`src/rtl/led_seq_pkg.sv`:
```
// -----------------------------------------------------------------------------
// led_seq_pkg
// Shared types and constants for the LED pattern player and the other board
// blocks that reuse its prescaler.
//   state_t          : player FSM state (IDLE, RUN)
//   entry_t          : one table record {leds, dur} at the default widths
//   DEFAULT_TICK_DIV : clocks per tick at 50 MHz for a one-second tick
// -----------------------------------------------------------------------------
package led_seq_pkg;

    localparam int DEFAULT_TICK_DIV = 50_000_000;
    localparam int DEFAULT_NUM_LEDS = 8;
    localparam int DEFAULT_DEPTH    = 8;
    localparam int DEFAULT_DUR_W    = 8;

    typedef enum logic {
        IDLE = 1'b0,
        RUN  = 1'b1
    } state_t;

    // Table record at the default board widths; the player stores the same
    // two fields as parallel arrays so that its widths stay parameterisable.
    typedef struct packed {
        logic [DEFAULT_NUM_LEDS-1:0] leds;
        logic [DEFAULT_DUR_W-1:0]    dur;
    } entry_t;

endpackage

```
`src/rtl/led_sequencer_if.sv`:
```
// -----------------------------------------------------------------------------
// led_sequencer_if
// Table write port of the LED pattern player (valid/ready).
//   wr_valid : host requests a table write
//   wr_ready : player accepts writes (only while idle)
//   wr_addr  : entry index
//   wr_leds  : entry LED pattern
//   wr_dur   : entry duration in ticks
// Modports: master = host side, slave = player side.
// -----------------------------------------------------------------------------
interface led_sequencer_if #(
    parameter int NUM_LEDS = led_seq_pkg::DEFAULT_NUM_LEDS,
    parameter int DEPTH    = led_seq_pkg::DEFAULT_DEPTH,
    parameter int DUR_W    = led_seq_pkg::DEFAULT_DUR_W
);

    logic                     wr_valid;
    logic                     wr_ready;
    logic [$clog2(DEPTH)-1:0] wr_addr;
    logic [NUM_LEDS-1:0]      wr_leds;
    logic [DUR_W-1:0]         wr_dur;

    modport master (
        output wr_valid,
        output wr_addr,
        output wr_leds,
        output wr_dur,
        input  wr_ready
    );

    modport slave (
        input  wr_valid,
        input  wr_addr,
        input  wr_leds,
        input  wr_dur,
        output wr_ready
    );

endinterface

```
`src/rtl/tick_gen.sv`:
```
// -----------------------------------------------------------------------------
// tick_gen
// Prescaler producing a one-cycle tick every TICK_DIV enabled clocks.
//   clock  : system clock
//   reset  : synchronous, active-high reset
//   clear  : synchronous clear of the prescaler (wins over enable)
//   enable : count this cycle
//   tick   : high in the cycle the prescaler sits at TICK_DIV-1 while enabled
// -----------------------------------------------------------------------------
module tick_gen
    import led_seq_pkg::*;
#(
    parameter int TICK_DIV = DEFAULT_TICK_DIV
) (
    input  logic clock,
    input  logic reset,
    input  logic clear,
    input  logic enable,
    output logic tick
);

    localparam int            CW   = $clog2(TICK_DIV);
    localparam logic [CW-1:0] LAST = CW'(TICK_DIV - 1);

    logic [CW-1:0] count_reg;

    always_ff @(posedge clock) begin
        if (reset || clear) begin
            count_reg <= '0;
        end else if (enable) begin
            count_reg <= (count_reg == LAST) ? '0 : count_reg + CW'(1);
        end
    end

    assign tick = enable && !clear && (count_reg == LAST);

endmodule

```
`src/rtl/led_sequencer.sv`:
```
// -----------------------------------------------------------------------------
// led_sequencer
// Programmable LED pattern player. Steps through a table of (pattern,
// duration) entries, each held for max(dur,1) prescaler ticks.
//   clock, reset : system clock, synchronous active-high reset
//   wr           : table write port (led_sequencer_if.slave)
//   last         : index of the final step, sampled on start
//   start        : begin playback (level, sampled while idle)
//   stop         : abort playback; also blocks start while idle
//   repeat_n     : extra passes, sampled on start (only with
//                  LED_SEQUENCER_REPEAT_EN defined)
//   leds         : current pattern (0 while idle)
//   step_idx     : current entry index
//   busy         : high while playing
//   done         : one-cycle pulse on natural completion
// Build option: define LED_SEQUENCER_REPEAT_EN to add repeat_n and a pass
// counter; without it every run is a single pass.
// -----------------------------------------------------------------------------
module led_sequencer
    import led_seq_pkg::*;
#(
    parameter int TICK_DIV = DEFAULT_TICK_DIV,
    parameter int NUM_LEDS = DEFAULT_NUM_LEDS,
    parameter int DEPTH    = DEFAULT_DEPTH,
    parameter int DUR_W    = DEFAULT_DUR_W
) (
    input  logic                     clock,
    input  logic                     reset,
    led_sequencer_if.slave           wr,
    input  logic [$clog2(DEPTH)-1:0] last,
    input  logic                     start,
    input  logic                     stop,
`ifdef LED_SEQUENCER_REPEAT_EN
    input  logic [7:0]               repeat_n,
`endif
    output logic [NUM_LEDS-1:0]      leds,
    output logic [$clog2(DEPTH)-1:0] step_idx,
    output logic                     busy,
    output logic                     done
);

    localparam int AW = $clog2(DEPTH);

    state_t              state_reg, state_next;
    logic [NUM_LEDS-1:0] tbl_leds_reg [DEPTH];
    logic [DUR_W-1:0]    tbl_dur_reg  [DEPTH];
    logic [DEPTH-1:0]    wr_sel;
    logic                wr_fire;

    logic [AW-1:0]       last_reg, last_next;
    logic [AW-1:0]       step_idx_reg, step_idx_next;
    logic [AW-1:0]       idx_inc;
    logic [DUR_W-1:0]    dur_cnt_reg, dur_cnt_next;
    logic [NUM_LEDS-1:0] leds_reg, leds_next;
    logic                busy_reg, busy_next;
    logic                done_reg, done_next;
    logic                tick;

`ifdef LED_SEQUENCER_REPEAT_EN
    logic [7:0]          repeat_reg, repeat_next;
    logic [7:0]          pass_cnt_reg, pass_cnt_next;
`endif

    // A zero duration plays for one tick.
    function automatic logic [DUR_W-1:0] dur_or_one(input logic [DUR_W-1:0] d);
        return (d == '0) ? DUR_W'(1) : d;
    endfunction

    // Writes only land while idle, so the table is frozen during playback.
    assign wr.wr_ready = (state_reg == IDLE);
    assign wr_fire     = wr.wr_valid && wr.wr_ready;

    generate
        for (genvar gi = 0; gi < DEPTH; gi++) begin : g_wr_sel
            assign wr_sel[gi] = wr_fire && (wr.wr_addr == AW'(gi));
        end
    endgenerate

    always_ff @(posedge clock) begin
        for (int i = 0; i < DEPTH; i++) begin
            if (reset) begin
                tbl_leds_reg[i] <= '0;
                tbl_dur_reg[i]  <= '0;
            end else if (wr_sel[i]) begin
                tbl_leds_reg[i] <= wr.wr_leds;
                tbl_dur_reg[i]  <= wr.wr_dur;
            end
        end
    end

    // Prescaler held at zero while idle so every run starts on a full period.
    tick_gen #(
        .TICK_DIV (TICK_DIV)
    ) u_tick_gen (
        .clock  (clock),
        .reset  (reset),
        .clear  (state_reg == IDLE),
        .enable (state_reg == RUN),
        .tick   (tick)
    );

    assign idx_inc = step_idx_reg + AW'(1);

    always_comb begin
        state_next    = state_reg;
        last_next     = last_reg;
        step_idx_next = step_idx_reg;
        dur_cnt_next  = dur_cnt_reg;
        leds_next     = leds_reg;
        busy_next     = busy_reg;
        done_next     = 1'b0;
`ifdef LED_SEQUENCER_REPEAT_EN
        repeat_next   = repeat_reg;
        pass_cnt_next = pass_cnt_reg;
`endif
        case (state_reg)
            IDLE: begin
                // Table reads here see the contents before any same-cycle write.
                if (start && !stop) begin
                    state_next    = RUN;
                    last_next     = last;
                    step_idx_next = '0;
                    leds_next     = tbl_leds_reg[0];
                    dur_cnt_next  = dur_or_one(tbl_dur_reg[0]);
                    busy_next     = 1'b1;
`ifdef LED_SEQUENCER_REPEAT_EN
                    repeat_next   = repeat_n;
                    pass_cnt_next = '0;
`endif
                end
            end
            RUN: begin
                if (stop) begin
                    state_next = IDLE;
                    leds_next  = '0;
                    busy_next  = 1'b0;
                end else if (tick) begin
                    if (dur_cnt_reg > DUR_W'(1)) begin
                        dur_cnt_next = dur_cnt_reg - DUR_W'(1);
                    end else if (step_idx_reg != last_reg) begin
                        step_idx_next = idx_inc;
                        leds_next     = tbl_leds_reg[idx_inc];
                        dur_cnt_next  = dur_or_one(tbl_dur_reg[idx_inc]);
                    end
`ifdef LED_SEQUENCER_REPEAT_EN
                    else if (pass_cnt_reg < repeat_reg) begin
                        // Next pass begins immediately, no idle gap.
                        pass_cnt_next = pass_cnt_reg + 8'd1;
                        step_idx_next = '0;
                        leds_next     = tbl_leds_reg[0];
                        dur_cnt_next  = dur_or_one(tbl_dur_reg[0]);
                    end
`endif
                    else begin
                        state_next = IDLE;
                        leds_next  = '0;
                        busy_next  = 1'b0;
                        done_next  = 1'b1;
                    end
                end
            end
            default: begin
                state_next = IDLE;
                leds_next  = '0;
                busy_next  = 1'b0;
            end
        endcase
    end

    always_ff @(posedge clock) begin
        if (reset) begin
            state_reg    <= IDLE;
            last_reg     <= '0;
            step_idx_reg <= '0;
            dur_cnt_reg  <= '0;
            leds_reg     <= '0;
            busy_reg     <= 1'b0;
            done_reg     <= 1'b0;
`ifdef LED_SEQUENCER_REPEAT_EN
            repeat_reg   <= '0;
            pass_cnt_reg <= '0;
`endif
        end else begin
            state_reg    <= state_next;
            last_reg     <= last_next;
            step_idx_reg <= step_idx_next;
            dur_cnt_reg  <= dur_cnt_next;
            leds_reg     <= leds_next;
            busy_reg     <= busy_next;
            done_reg     <= done_next;
`ifdef LED_SEQUENCER_REPEAT_EN
            repeat_reg   <= repeat_next;
            pass_cnt_reg <= pass_cnt_next;
`endif
        end
    end

    assign leds     = leds_reg;
    assign step_idx = step_idx_reg;
    assign busy     = busy_reg;
    assign done     = done_reg;

endmodule

```
`src/flat_wrapper.sv`:
```
// flat-port wrapper written by rule: the top's interface ports become plain ports
module led_sequencer_flat import led_seq_pkg::*;
#(
    parameter int TICK_DIV = DEFAULT_TICK_DIV,
    parameter int NUM_LEDS = DEFAULT_NUM_LEDS,
    parameter int DEPTH    = DEFAULT_DEPTH,
    parameter int DUR_W    = DEFAULT_DUR_W
)
  (clock, reset, last, start, stop, leds, step_idx, busy, done, wr_wr_valid, wr_wr_addr, wr_wr_leds, wr_wr_dur, wr_wr_ready);
  led_sequencer_if #(.NUM_LEDS(NUM_LEDS), .DEPTH(DEPTH), .DUR_W(DUR_W)) wr_i ();
  input  logic clock;
  input  logic reset;
  input  logic [$clog2(DEPTH)-1:0] last;
  input  logic start;
  input  logic stop;
  output logic [NUM_LEDS-1:0] leds;
  output logic [$clog2(DEPTH)-1:0] step_idx;
  output logic busy;
  output logic done;
  input wire logic [$bits(wr_i.wr_valid)-1:0] wr_wr_valid;
  input wire logic [$bits(wr_i.wr_addr)-1:0] wr_wr_addr;
  input wire logic [$bits(wr_i.wr_leds)-1:0] wr_wr_leds;
  input wire logic [$bits(wr_i.wr_dur)-1:0] wr_wr_dur;
  output wire logic [$bits(wr_i.wr_ready)-1:0] wr_wr_ready;
  assign wr_i.wr_valid = wr_wr_valid;
  assign wr_i.wr_addr = wr_wr_addr;
  assign wr_i.wr_leds = wr_wr_leds;
  assign wr_i.wr_dur = wr_wr_dur;
  assign wr_wr_ready = wr_i.wr_ready;
  led_sequencer #(.TICK_DIV(TICK_DIV), .NUM_LEDS(NUM_LEDS), .DEPTH(DEPTH), .DUR_W(DUR_W)) u_core (.clock(clock), .reset(reset), .wr(wr_i), .last(last), .start(start), .stop(stop), .leds(leds), .step_idx(step_idx), .busy(busy), .done(done));
endmodule
```
`config.mk`:
```
export PLATFORM = sky130hd
export DESIGN_NAME = led_sequencer_flat
export DESIGN_NICKNAME = d
export VERILOG_FILES = /design/src/rtl/led_seq_pkg.sv /design/src/rtl/led_sequencer_if.sv /design/src/rtl/tick_gen.sv /design/src/rtl/led_sequencer.sv /design/src/flat_wrapper.sv
export SDC_FILE = /design/constraint.sdc
export NUM_CORES = 1
export LEC_CHECK = 0
export BUFFER_PORTS_ARGS = -buffer_cell sky130_fd_sc_hd__buf_2
export CORE_AREA = 2 2 161 163
export CTS_CLUSTER_DIAMETER = 150
export DETAILED_ROUTE_END_ITERATION = 8
export DIE_AREA = 0 0 163 165
export GPL_TIMING_DRIVEN = 0
export PLACE_DENSITY_LB_ADDON = 0.2
export SYNTH_ARGS = -nofsm -noshare
export SYNTH_HDL_FRONTEND = slang
export SYNTH_HIERARCHICAL = 1
export SYNTH_SLANG_ARGS = --single-unit
```
`constraint.sdc`:
```
create_clock -name clock -period 3.3 [get_ports clock]
set_input_delay 0.165 -clock clock [delete_from_list [all_inputs] [get_ports clock]]
set_output_delay 0.165 -clock clock [all_outputs]
set_load 0.01 [all_outputs]
```
After elaboration in Yosys (flattened, before gate mapping):

Memory sizes are Yosys's and may differ from the RTL's.
Index checks and enable logic that the tools add are counted.

* register bits after elaboration: 51
* input bits: 27
* memories kept: 2
* output and inout bits: 14
* bits in writable memories: 128
* word-level logic and storage cells: 148

Memory list
* u_core.tbl_dur_reg: words 8, bits a word 8, rd ports 2, clocked after memory_dff 0, write ports 8, line led_sequencer.sv:46 `logic [DUR_W-1:0] tbl_dur_reg [DEPTH];`
* u_core.tbl_leds_reg: words 8, bits a word 8, rd ports 2, clocked after memory_dff 0, write ports 8, line led_sequencer.sv:45 `logic [NUM_LEDS-1:0] tbl_leds_reg [DEPTH];`

* $add $sub $neg: 3
* muxes and demuxes: 76
* eq/ne operators: 18
* reductions and logical operators: 22
* bitwise gates (word level): 18
* $lt $le $gt $ge: 1

Operator list (count)
* $mux 8: 28
* $mux 1: 37
* $pmux 8 s2: 2
* $add 26x1->26 const B: 1
* $eq 26x26->1 const B: 1
* $mux 26: 1
* $logic_not 8->1: 2
* $or 1x1->1: 16
* $mux 3: 5
* $eq 3x3->1 const B: 4
* $ne 3x3->1 const B: 4
* $logic_and 1x1->1: 11
* $gt 8x1->1 const B: 1
* $ne 2x2->1 const B: 4
* $reduce_and 4->1: 2
* $sub 8x1->8 const B: 1
* $eq 3x2->1 const B: 2
* $pmux 3 s2: 1
* $reduce_and 5->1: 1
* $reduce_or 5->1: 1
* $pmux 1 s2: 2
* $add 3x1->3 const B: 1
* $eq 3x1->1 const B: 1
* $logic_not 3->1: 1
* other kinds (7): 8

Longest topological paths before layout:

Gate-level depths: netlist of run 1.
An unclocked memory read counts as a cell.

* word-level depth: 9
* mapped depth: 10
* depth with buffers taken out: 8

By module:

Netlist of run 1, hierarchy kept.

Modules (own cells, without submodules)
* led_sequencer: seq. area each 4344.2 sq um, times used 1, area each 7448.4 sq um, cells an instance 560
* tick_gen: seq. area each 520.5 sq um, times used 1, area each 1244.9 sq um, cells an instance 146

Worst setup path after synthesis of run 1:

No wires, ideal clock.

* path kind: reg2reg
* start point: reg u_core.step_idx_reg[1] (netlist: u_core/step_idx[1])
* end point: reg u_core.leds_reg[2] (netlist: u_core/leds[2])
* slack: 0.993 ns
* clock period less this slack: 2.307 ns
* buffers on the path: 4
* arrival: 2.179 ns
* setup time: 0.128 ns
* stages on the path, launching flop included: 11
* required time: 3.172 ns
* cells stage by stage: dfxtp_1 ha_1 buf_2 buf_2 buf_2 buf_2 mux4_2 mux2i_1 o2bb2ai_1 mux2i_1 nor2_1

* longest elaborated chain between the ends: 7
* elaborated cells between the ends (all ways): 8
* those cells by class: add/sub (1); eq/ne (1); mux (5); memory (1)

Ends and longest elaborated chain
* start, declared: line led_sequencer.sv:51 `logic [AW-1:0] step_idx_reg, step_idx_next;`
* start signal, assigned: line led_sequencer.sv:186 `step_idx_reg <= step_idx_next;`
* $add 3x1->3: line led_sequencer.sv:102 `assign idx_inc = step_idx_reg + AW'(1);`
* $mem_v2 8x8
* $mux 8 *: line led_sequencer.sv:140 `end else if (step_idx_reg != last_reg) begin`
* $mux 8 *: line led_sequencer.sv:138 `if (dur_cnt_reg > DUR_W'(1)) begin`
* $mux 8 *: line led_sequencer.sv:137 `end else if (tick) begin`
* $mux 8 *: line led_sequencer.sv:133 `if (stop) begin`
* $pmux 8 s2 *: line led_sequencer.sv:116 `case (state_reg)`
* end signal, assigned: line led_sequencer.sv:188 `leds_reg <= leds_next;`
* end, declared: line led_sequencer.sv:54 `logic [NUM_LEDS-1:0] leds_reg, leds_next;`

Mark *: on every way between the ends. The rest lies on a longest branch, timed or not. The select of a mux whose other input is x is not followed.
A chain may end at the register's enable or synchronous reset.

Worst setup path in the final report of run 1:

* start point: reg u_core.state_reg
* end point: reg u_core.dur_cnt_reg[6]

* longest elaborated chain between the ends: 3
* elaborated cells between the ends (all ways): 8
* those cells by class: eq/ne (4); mux (1); bitwise (1); reduce/logical (2)

Ends and longest elaborated chain
* start, declared: line led_sequencer.sv:44 `state_t state_reg, state_next;`
* start signal, assigned: line led_sequencer.sv:184 `state_reg <= state_next;`
* $logic_and 1x1->1: line tick_gen.sv:35 `assign tick = enable && !clear && (count_reg == LAST);`
* net u_core.tick: line led_sequencer.sv:57 `logic tick;`
* $ne 2x2->1 (no line)
* $reduce_and 4->1 (no line)
* end signal, assigned: line led_sequencer.sv:187 `dur_cnt_reg <= dur_cnt_next;`
* end, declared: line led_sequencer.sv:53 `logic [DUR_W-1:0] dur_cnt_reg, dur_cnt_next;`

The timed path passes the listed nets, and every way through them passes these cells.

==> out/summary.md, run 1 <==
In this run the remaining antenna-violating nets after routing total 0. The area of the mapped netlist is 8693 um^2, and the initial antenna violation count is 1. 41 I/O pins were placed.

The netlist uses 56 different library cells. After detailed routing, the number of remaining DRC violations is 0. The switching power is 1.302 mW. The clock latency at the later pin of the worst-skew pair was 440 ps. The number of placed instances, taps included, is 1082. The final setup skew is 9.802 ps, and the iteration-0 DRC count of the detailed router is 501. The tools report the number of endpoints with negative hold slack in the final report as 0. The final layout contains routed wiring with a total length of 22710 um. Per report_power, the clock group accounts for 40.8% of the total.

Walking the worst path, the cells encountered are clkinvlp_4 > clkbuf_1 > nor3_2 > o211ai_2 > a21oi_2 > buf_6 > o21bai_1 > a41oi_1. VDD sags by at most 0.0003453 V. The run gives 738 as the number of nets in the synthesized netlist. The clock root buffer master was sky130_fd_sc_hd__clkbuf_16. Total setup violations reported at the end of the flow: 0. In this run the worst hold path is classified as primary input to flip-flop.

The run gives 16490 um as the detailed-placement wirelength estimate. The measured slew at the worst slew-check pin is 1007 ps. The worst pin sits at a relative slew slack of 32.32%. The Yosys step of the flow raised 6 warnings.

The logs give 9447 um^2 for the placed standard-cell area and 4.996 mW for the total power consumption of the routed design. Final critical-path setup slack: 252.4 ps. CTS built an H-tree with a depth of 4. For the finished layout, the period the worst path requires is 3048 ps. The final layout net count came out at 806. The worst setup path is launched from a flip-flop. Buffers inserted during clock tree synthesis total 17. For the number of iterations in the first detailed-routing pass, the log shows 5. The largest individual stage delay along the critical path comes from the cell sky130_fd_sc_hd__dfxtp_1.

STA puts the critical path data arrival time at 3400 ps. The floorplan step defined a die boundary enclosing 26900 um^2. For the internal power summed over all cells, the log shows 3.693 mW.

The utilization after layout was 40.31%. The max-slew violation count was 0; the number of vias per cell was 5.336. The starting utilization of the core area is 34.72%.

Adding up every negative setup slack in the final design gives 0 ps. The logs give -151.6 ps for the post-placement worst setup slack and 0 for the total congestion overflow after global routing. The startpoint identified for the worst register-to-register timing path is u_core/state_reg$_SDFF_PP0_. The power density over the cells came out at 495.0 nW/um^2. The area growth from synthesis to layout is 16.09%. The setup path with the least slack is of type flip-flop to flip-flop.

The number of I/O port buffers is 38. Most instantiated flip-flop cell in the synthesis netlist: sky130_fd_sc_hd__edfxtp_1. At the end of routability-driven placement, the weighted congestion stood at 0.8210. Leaving out filler cells and counting taps, the final layout contains 1118. In the synthesized netlist, the number of instances is 706. For the worst setup path, the data required time is 3650 ps. The tools report the first-pass GRT wire length as 35390 um. With fillers left out, the area of the finished cells amounts to 10090 um^2. After floorplanning, the core was divided into 58 placement rows.

In this run switching power makes up 26.07% of total power. The flow ran to the end, and the final reports show no timing, DRC or antenna violations. STA classifies the critical path endpoint as a flip-flop. Entering global routing, the biggest net connects 21 pins.

Counting cells, the worst reg-to-reg path comes to 8. The tools report the destination of the worst hold path as u_core/u_tick_gen/count_reg[6]$_SDFFE_PP0P_. For the share of the yosys chip area belonging to registers, the log shows 55.96%. The post-route fraction of the period consumed by the critical path came out at 92.35%.

After clock tree synthesis, the clock-pin slew on the worst setup and hold paths is 80 ps. TritonCTS built the clock tree. For this run, the slowest stage of the critical path takes 590 ps. The share of cells above drive strength 1 was 19.44%. In the final routed layout, each cell accounts on average for 20.31 um.

The via count of the first global-routing pass was 5967. The minimum hold slack is 16.09 ps, and the combinational share of power is 8.1%. The number of synthesized register bits works out to 179.

The standard cell core area is 25040 um^2, and the leakage component of the power is 3.479 nW. Dividing the synthesized area by the synthesized cell count gives 12.31 um^2. The register-to-register setup slack came out at 250 ps.

Sequential cells burn 51.1% of the power. The die is 165 um tall. The startpoint identified for the worst hold timing path is reset. Along the worst path, the maximum fanout reaches 13. The endpoint identified for the worst register-to-register timing path is u_core/dur_cnt_reg[6]$_SDFFE_PP0P_.

The tool flagged a number of max-cap violations equal to 0. The width of the die was 163 um; the cell depth of the worst hold path was 2. The run gives 2 as the number of buffers on the longest clock path.

Setup repair after global routing left no endpoint under its margin. In this run, synthesis inferred 128 flip-flops with an integrated enable. The clock net in this run drives a total of 179 sinks. Static timing analysis puts the maximum clock frequency at 0.3281 GHz.

All-layer global routing usage: 17.64%. The routed layout has 5966 vias. Async set-reset flop share out of synthesis: 0%.
==> power groups by stage <==
| stage | Clock [mW] | Combinational [mW] | Sequential, mW |
|---|---|---|---|
| detailed placement | 0 | 0.400 | 2.60 |
| finish | 2.04 | 0.404 | 2.55 |
| CTS | 2.08 | 0.405 | 2.55 |
| global route | 2.17 | 0.440 | 2.56 |
| floorplan | 0 | 0.244 | 2.59 |
| global placement | 0 | 0.373 | 2.60 |
==> worst max path at each step <==
stage,cells past startpoint,end,slack (ps),start
global route,8,u_core/dur_cnt_reg[7]$_SDFFE_PP0P_,9,u_core/state_reg$_SDFF_PP0_
detailed placement,8,u_core/dur_cnt_reg[7]$_SDFFE_PP0P_,-150,u_core/state_reg$_SDFF_PP0_
CTS,8,u_core/dur_cnt_reg[6]$_SDFFE_PP0P_,100,u_core/state_reg$_SDFF_PP0_
global placement,8,u_core/dur_cnt_reg[7]$_SDFFE_PP0P_,-120,u_core/state_reg$_SDFF_PP0_
finish,8,u_core/dur_cnt_reg[6]$_SDFFE_PP0P_,250,u_core/state_reg$_SDFF_PP0_
floorplan,10,u_core/leds[2]$_SDFFE_PP0P_,990,u_core/step_idx[1]$_SDFFE_PP0P_
==> timing repair <==
action                                  CTS  global route
endpoints found under the setup margin    9             7
hold endpoints to repair                  3             0
resized for setup                         1             1
pin swaps                                 0             0
hold buffers                              3             0
buffers inserted                          0             0
==> metal layers <==
metal  part of all wire (%)  GRT usage, %
met1                     46         24.58
met2                     47         28.58
met3                    5.0         2.888
met4                    1.2         4.907
met5                  0.053             0
==> critical path: cells and delay by family, from the launching register on <==
kind | cells | cell delay, ps
flip-flops | 1 | 590
AND/OR/NAND/NOR | 1 | 510
buffers and inverters | 3 | 1090
AO/OA/AOI/OAI | 4 | 750
==> final cells by class <==
class / count / area (um^2)
Antenna cell: 1 / 2.502
Buffer: 37 / 163.9
Clock buffer: 17 / 425.4
Clock inverter: 15 / 178.9
Fill cell: 2352 / 14940
Inverter: 11 / 45.04
Multi-Input combinational cell: 479 / 3659
Sequential cell: 179 / 4865
Tap cell: 330 / 412.9
Timing Repair Buffer: 49 / 340.3
==> placed cells by master, fill, tap and decap left out, drive strengths merged, types with 7 or more instances in the layout <==
cell	n
nand4	10
o2bb2ai	8
buf	63
a21oi	24
mux4	31
o211ai	7
inv	19
nand2	30
nor4	11
xnor2	12
nor3	16
mux2i	27
or4	11
nand3	13
xor2	8
and2	128
o21ai	18
edfxtp	128
nor2	50
or3	10
clkbuf	37
o21bai	10
dfxtp	51
==> synth_stat cells (3+ instances only) <==
library cell | number | area [um^2]
sky130_fd_sc_hd__edfxtp_1 | 128 | 3844
sky130_fd_sc_hd__buf_1 | 3 | 11.26
sky130_fd_sc_hd__mux4_2 | 31 | 698.2
sky130_fd_sc_hd__and4_1 | 3 | 26.28
sky130_fd_sc_hd__mux2_2 | 3 | 33.78
sky130_fd_sc_hd__clkbuf_1 | 19 | 71.32
sky130_fd_sc_hd__nand3b_1 | 3 | 22.52
sky130_fd_sc_hd__o211ai_1 | 6 | 45.04
sky130_fd_sc_hd__buf_2 | 13 | 65.06
sky130_fd_sc_hd__o21bai_1 | 10 | 75.07
sky130_fd_sc_hd__dfxtp_1 | 51 | 1021
sky130_fd_sc_hd__o2bb2ai_1 | 8 | 70.07
sky130_fd_sc_hd__o31ai_1 | 6 | 45.04
sky130_fd_sc_hd__a21oi_1 | 22 | 110.1
sky130_fd_sc_hd__and2_1 | 128 | 800.8
sky130_fd_sc_hd__xnor2_1 | 12 | 105.1
sky130_fd_sc_hd__or4_1 | 8 | 60.06
sky130_fd_sc_hd__inv_1 | 10 | 37.54
sky130_fd_sc_hd__o21ai_0 | 17 | 85.08
sky130_fd_sc_hd__ha_1 | 5 | 62.56
sky130_fd_sc_hd__xor2_1 | 7 | 61.31
sky130_fd_sc_hd__nand4_1 | 9 | 56.30
sky130_fd_sc_hd__a311oi_2 | 4 | 60.06
sky130_fd_sc_hd__nand2_1 | 30 | 112.6
sky130_fd_sc_hd__a211oi_1 | 3 | 22.52
sky130_fd_sc_hd__nor4_1 | 10 | 62.56
sky130_fd_sc_hd__nand2b_1 | 4 | 25.02
sky130_fd_sc_hd__mux2i_1 | 27 | 270.3
sky130_fd_sc_hd__or4_4 | 3 | 33.78
sky130_fd_sc_hd__or3_1 | 10 | 62.56
sky130_fd_sc_hd__a31oi_1 | 4 | 25.02
sky130_fd_sc_hd__nand3_1 | 13 | 65.06
sky130_fd_sc_hd__nor2_1 | 50 | 187.7
sky130_fd_sc_hd__nor3_1 | 16 | 80.08
==> logic make-up after synthesis <==
group                    share of synthesized area, %
adder cells (fa/ha/maj)                        0.7196
flip-flops                                      55.96
buffers and inverters                           2.360
multiplexers                                    11.53
XOR/XNOR                                        2.101
AO/OA/AOI/OAI                                   7.815
AND/OR/NAND/NOR                                 19.52
Note: power is estimated with default switching activity, not from simulation.
==> run 2: changes to the inputs <==
Settings changed: CTS_BUF_LIST set to sky130_fd_sc_hd__clkbuf_4.
==> run 2 against run 1 <==
  * Clock-buffer cell count unchanged
  * Clock skew rose by 12 ps
  * Non-clock buffer count up 21
  * Sequential power barely moved
  * Largest power group unchanged
==> out/summary.md, run 2 (same netlist as run 1, synthesis figures left out) <==
For this run, the number of standard cells in the final layout without fillers is 1140. The tools report the required time of the critical path as 3780 ps. In this run the tightest slew margin relative to its limit is 29.77%. The max-slew violation count is 0, and the clock latency at the later pin of the worst-skew pair is 570 ps. TritonCTS built the clock tree.

Class of the tightest hold or removal check: primary input to flip-flop. The placer congestion estimate came out at 0.8210. The initial utilization of the core area, before any placement, comes to 34.72%. The number of buffers created by CTS was 17. At the worst endpoint, the arrival time is 3540 ps. The floorplan die area is 26900 um^2, and the H-tree level count is 4. The max-capacitance violation count is 0, and the iteration-0 DRC count of the detailed router is 526.

Global routing used 17.67% of the available tracks. At the end of the flow, the number of nets in the layout was 827. After routing, the total negative slack on setup checks comes to 0 ps. The tools report the number of endpoints with negative hold slack in the final report as 0. The initial antenna violation count is 2, and the timing-limited maximum frequency is 0.3272 GHz.

The power density over the cells is 423.1 nW/um^2. From bottom edge to top edge, the die measures 165 um. The worst setup path is of the flip-flop to flip-flop kind. For this run, design rule violations remaining after detail routing come to 0.

The tools report the number of iterations in the first detailed-routing pass as 5. The first global-routing pass estimated 35570 um of wire. The worst setup path is captured at a flip-flop.

For the pin with the worst max-slew slack, the measured transition is 1045 ps. The maximum number of pins on one net before global-route repair is 21, and the width of the die is 163 um. The layout overhead on the synthesized area is 15.18%.

In the final routed layout, each cell accounts on average for 19.85 um. The TritonCTS sink count was 179. Total setup violations reported at the end of the flow: 0. The run finished with clean final reports. The site row count is 58, and the post-route fraction of the period consumed by the critical path is 92.60%.

The run gives 21.71 ps as the final setup skew. The clock root buffer master is sky130_fd_sc_hd__clkbuf_4. The tools report the detailed-route via count as 6007. The via count of the first global-routing pass was 6092; the count of pins on the block boundary was 41. The share of cells above drive strength 1 is 18.94%.

The final wirelength is 22630 um, and the number of I/O port buffers is 38. VDD sags by at most 0.0001797 V. The tools report the startpoint class of the critical path as a flip-flop. The total power consumption of the routed design was 4.237 mW.

For the finished layout, the period the worst path requires is 3056 ps. Placed cell count: 1082. The clock passes through at most 2 buffers. Using the TritonRoute via totals, the vias-per-cell ratio works out to 5.269. In the layout the commonest cells are sky130_fd_sc_hd__and2_1, sky130_fd_sc_hd__edfxtp_1, sky130_fd_sc_hd__buf_2, sky130_fd_sc_hd__dfxtp_1, sky130_fd_sc_hd__nor2_1. In this run the standard cell core region covers 25040 um^2. Along the worst path, the maximum fanout reaches 13. The detailed-placement wirelength estimate is 16490 um. In this run the static leakage power is 3.457 nW. After clock tree synthesis, the clock-pin slew on the worst setup and hold paths is 170 ps.

Global routing finished with a remaining overflow of 0. The detail route stage leaves a number of antenna-violating nets equal to 0. Setup repair after global routing left no endpoint under its margin.
-- run 2: cell count changes in the layout (fill, tap and decap cells not counted), sizes merged --
| cell | before | now |
|---|---|---|
| dlygate4sd3 | 3 | 24 |
| diode | 1 | 2 |
-- run 2: stage by stage --
step	setup WS, ps	cell area (um^2)	hold slack [ps]	utilization, %
after floorplan	993.5	8693	241.7	-
after global placement	-123.7	9296	412.5	37.13
after detailed placement	-151.6	9447	419.7	37.73
after CTS	34.89	9998	94.99	39.93
after global routing	12.17	10010	133.6	39.99
final	244.1	10010	173.0	40.00
-- run 2: worst max-delay path: stages, from the launching register on --
cell and delay [ps]:
sky130_fd_sc_hd__dfxtp_1 650, sky130_fd_sc_hd__clkinvlp_4 450, sky130_fd_sc_hd__clkbuf_1 440, sky130_fd_sc_hd__nor3_4 420, sky130_fd_sc_hd__nand2_1 120, sky130_fd_sc_hd__o21ai_0 190, sky130_fd_sc_hd__a211oi_1 100, sky130_fd_sc_hd__dlygate4sd3_1 600
-- run 2: final cells by class --
| class | count | area [um^2] |
|---|---|---|
| clock inverters | 15 | 178.9 |
| plain buffers | 37 | 163.9 |
| flip-flops and latches | 179 | 4865 |
| well taps | 330 | 412.9 |
| fillers | 2372 | 15020 |
| diodes | 2 | 5.005 |
| inverters | 11 | 45.04 |
| multi-input cells | 479 | 3665 |
| repair buffers | 70 | 550.5 |
| clock buffers | 17 | 127.6 |
-- run 2: final timing paths --
path                                                              startpoint                                           end  slack (ps)  cells after the start
worst min-delay path                                                   start               u_core/last_reg[1]$_SDFFE_PP0P_         170                      4
worst max register to register                   u_core/state_reg$_SDFF_PP0_                   u_core/state_reg$_SDFF_PP0_         240                      7
worst max-delay path                             u_core/state_reg$_SDFF_PP0_                   u_core/state_reg$_SDFF_PP0_         240                      7
worst min register to register  u_core/u_tick_gen/count_reg[18]$_SDFFE_PP0P_  u_core/u_tick_gen/count_reg[18]$_SDFFE_PP0P_         520                      2
-- run 2: timing repair --
action                                 in CTS  in global routing
gates resized for setup                     1                  2
setup endpoints to repair                   9                 10
hold buffers                               24                  0
endpoints found under the hold margin     129                  0
pin swaps                                   0                  0
setup buffers                               0                  0
-- run 2: metal layers --
layer	up-vias	track usage, %	part of all wire [%]
met2	142	28.95	48
met1	3027	24.55	47
met4	2	4.264	1.0
li1	2821	-	-
met5	-	0	0.053
met3	15	2.963	4.0
-- run 2: report_power, final --
part	internal, mW	total (mW)	switching (mW)
clock network	0.365	1.26	0.895
logic	0.176	0.422	0.246
registers	2.50	2.55	0.0531
total	3.04	4.24	1.19
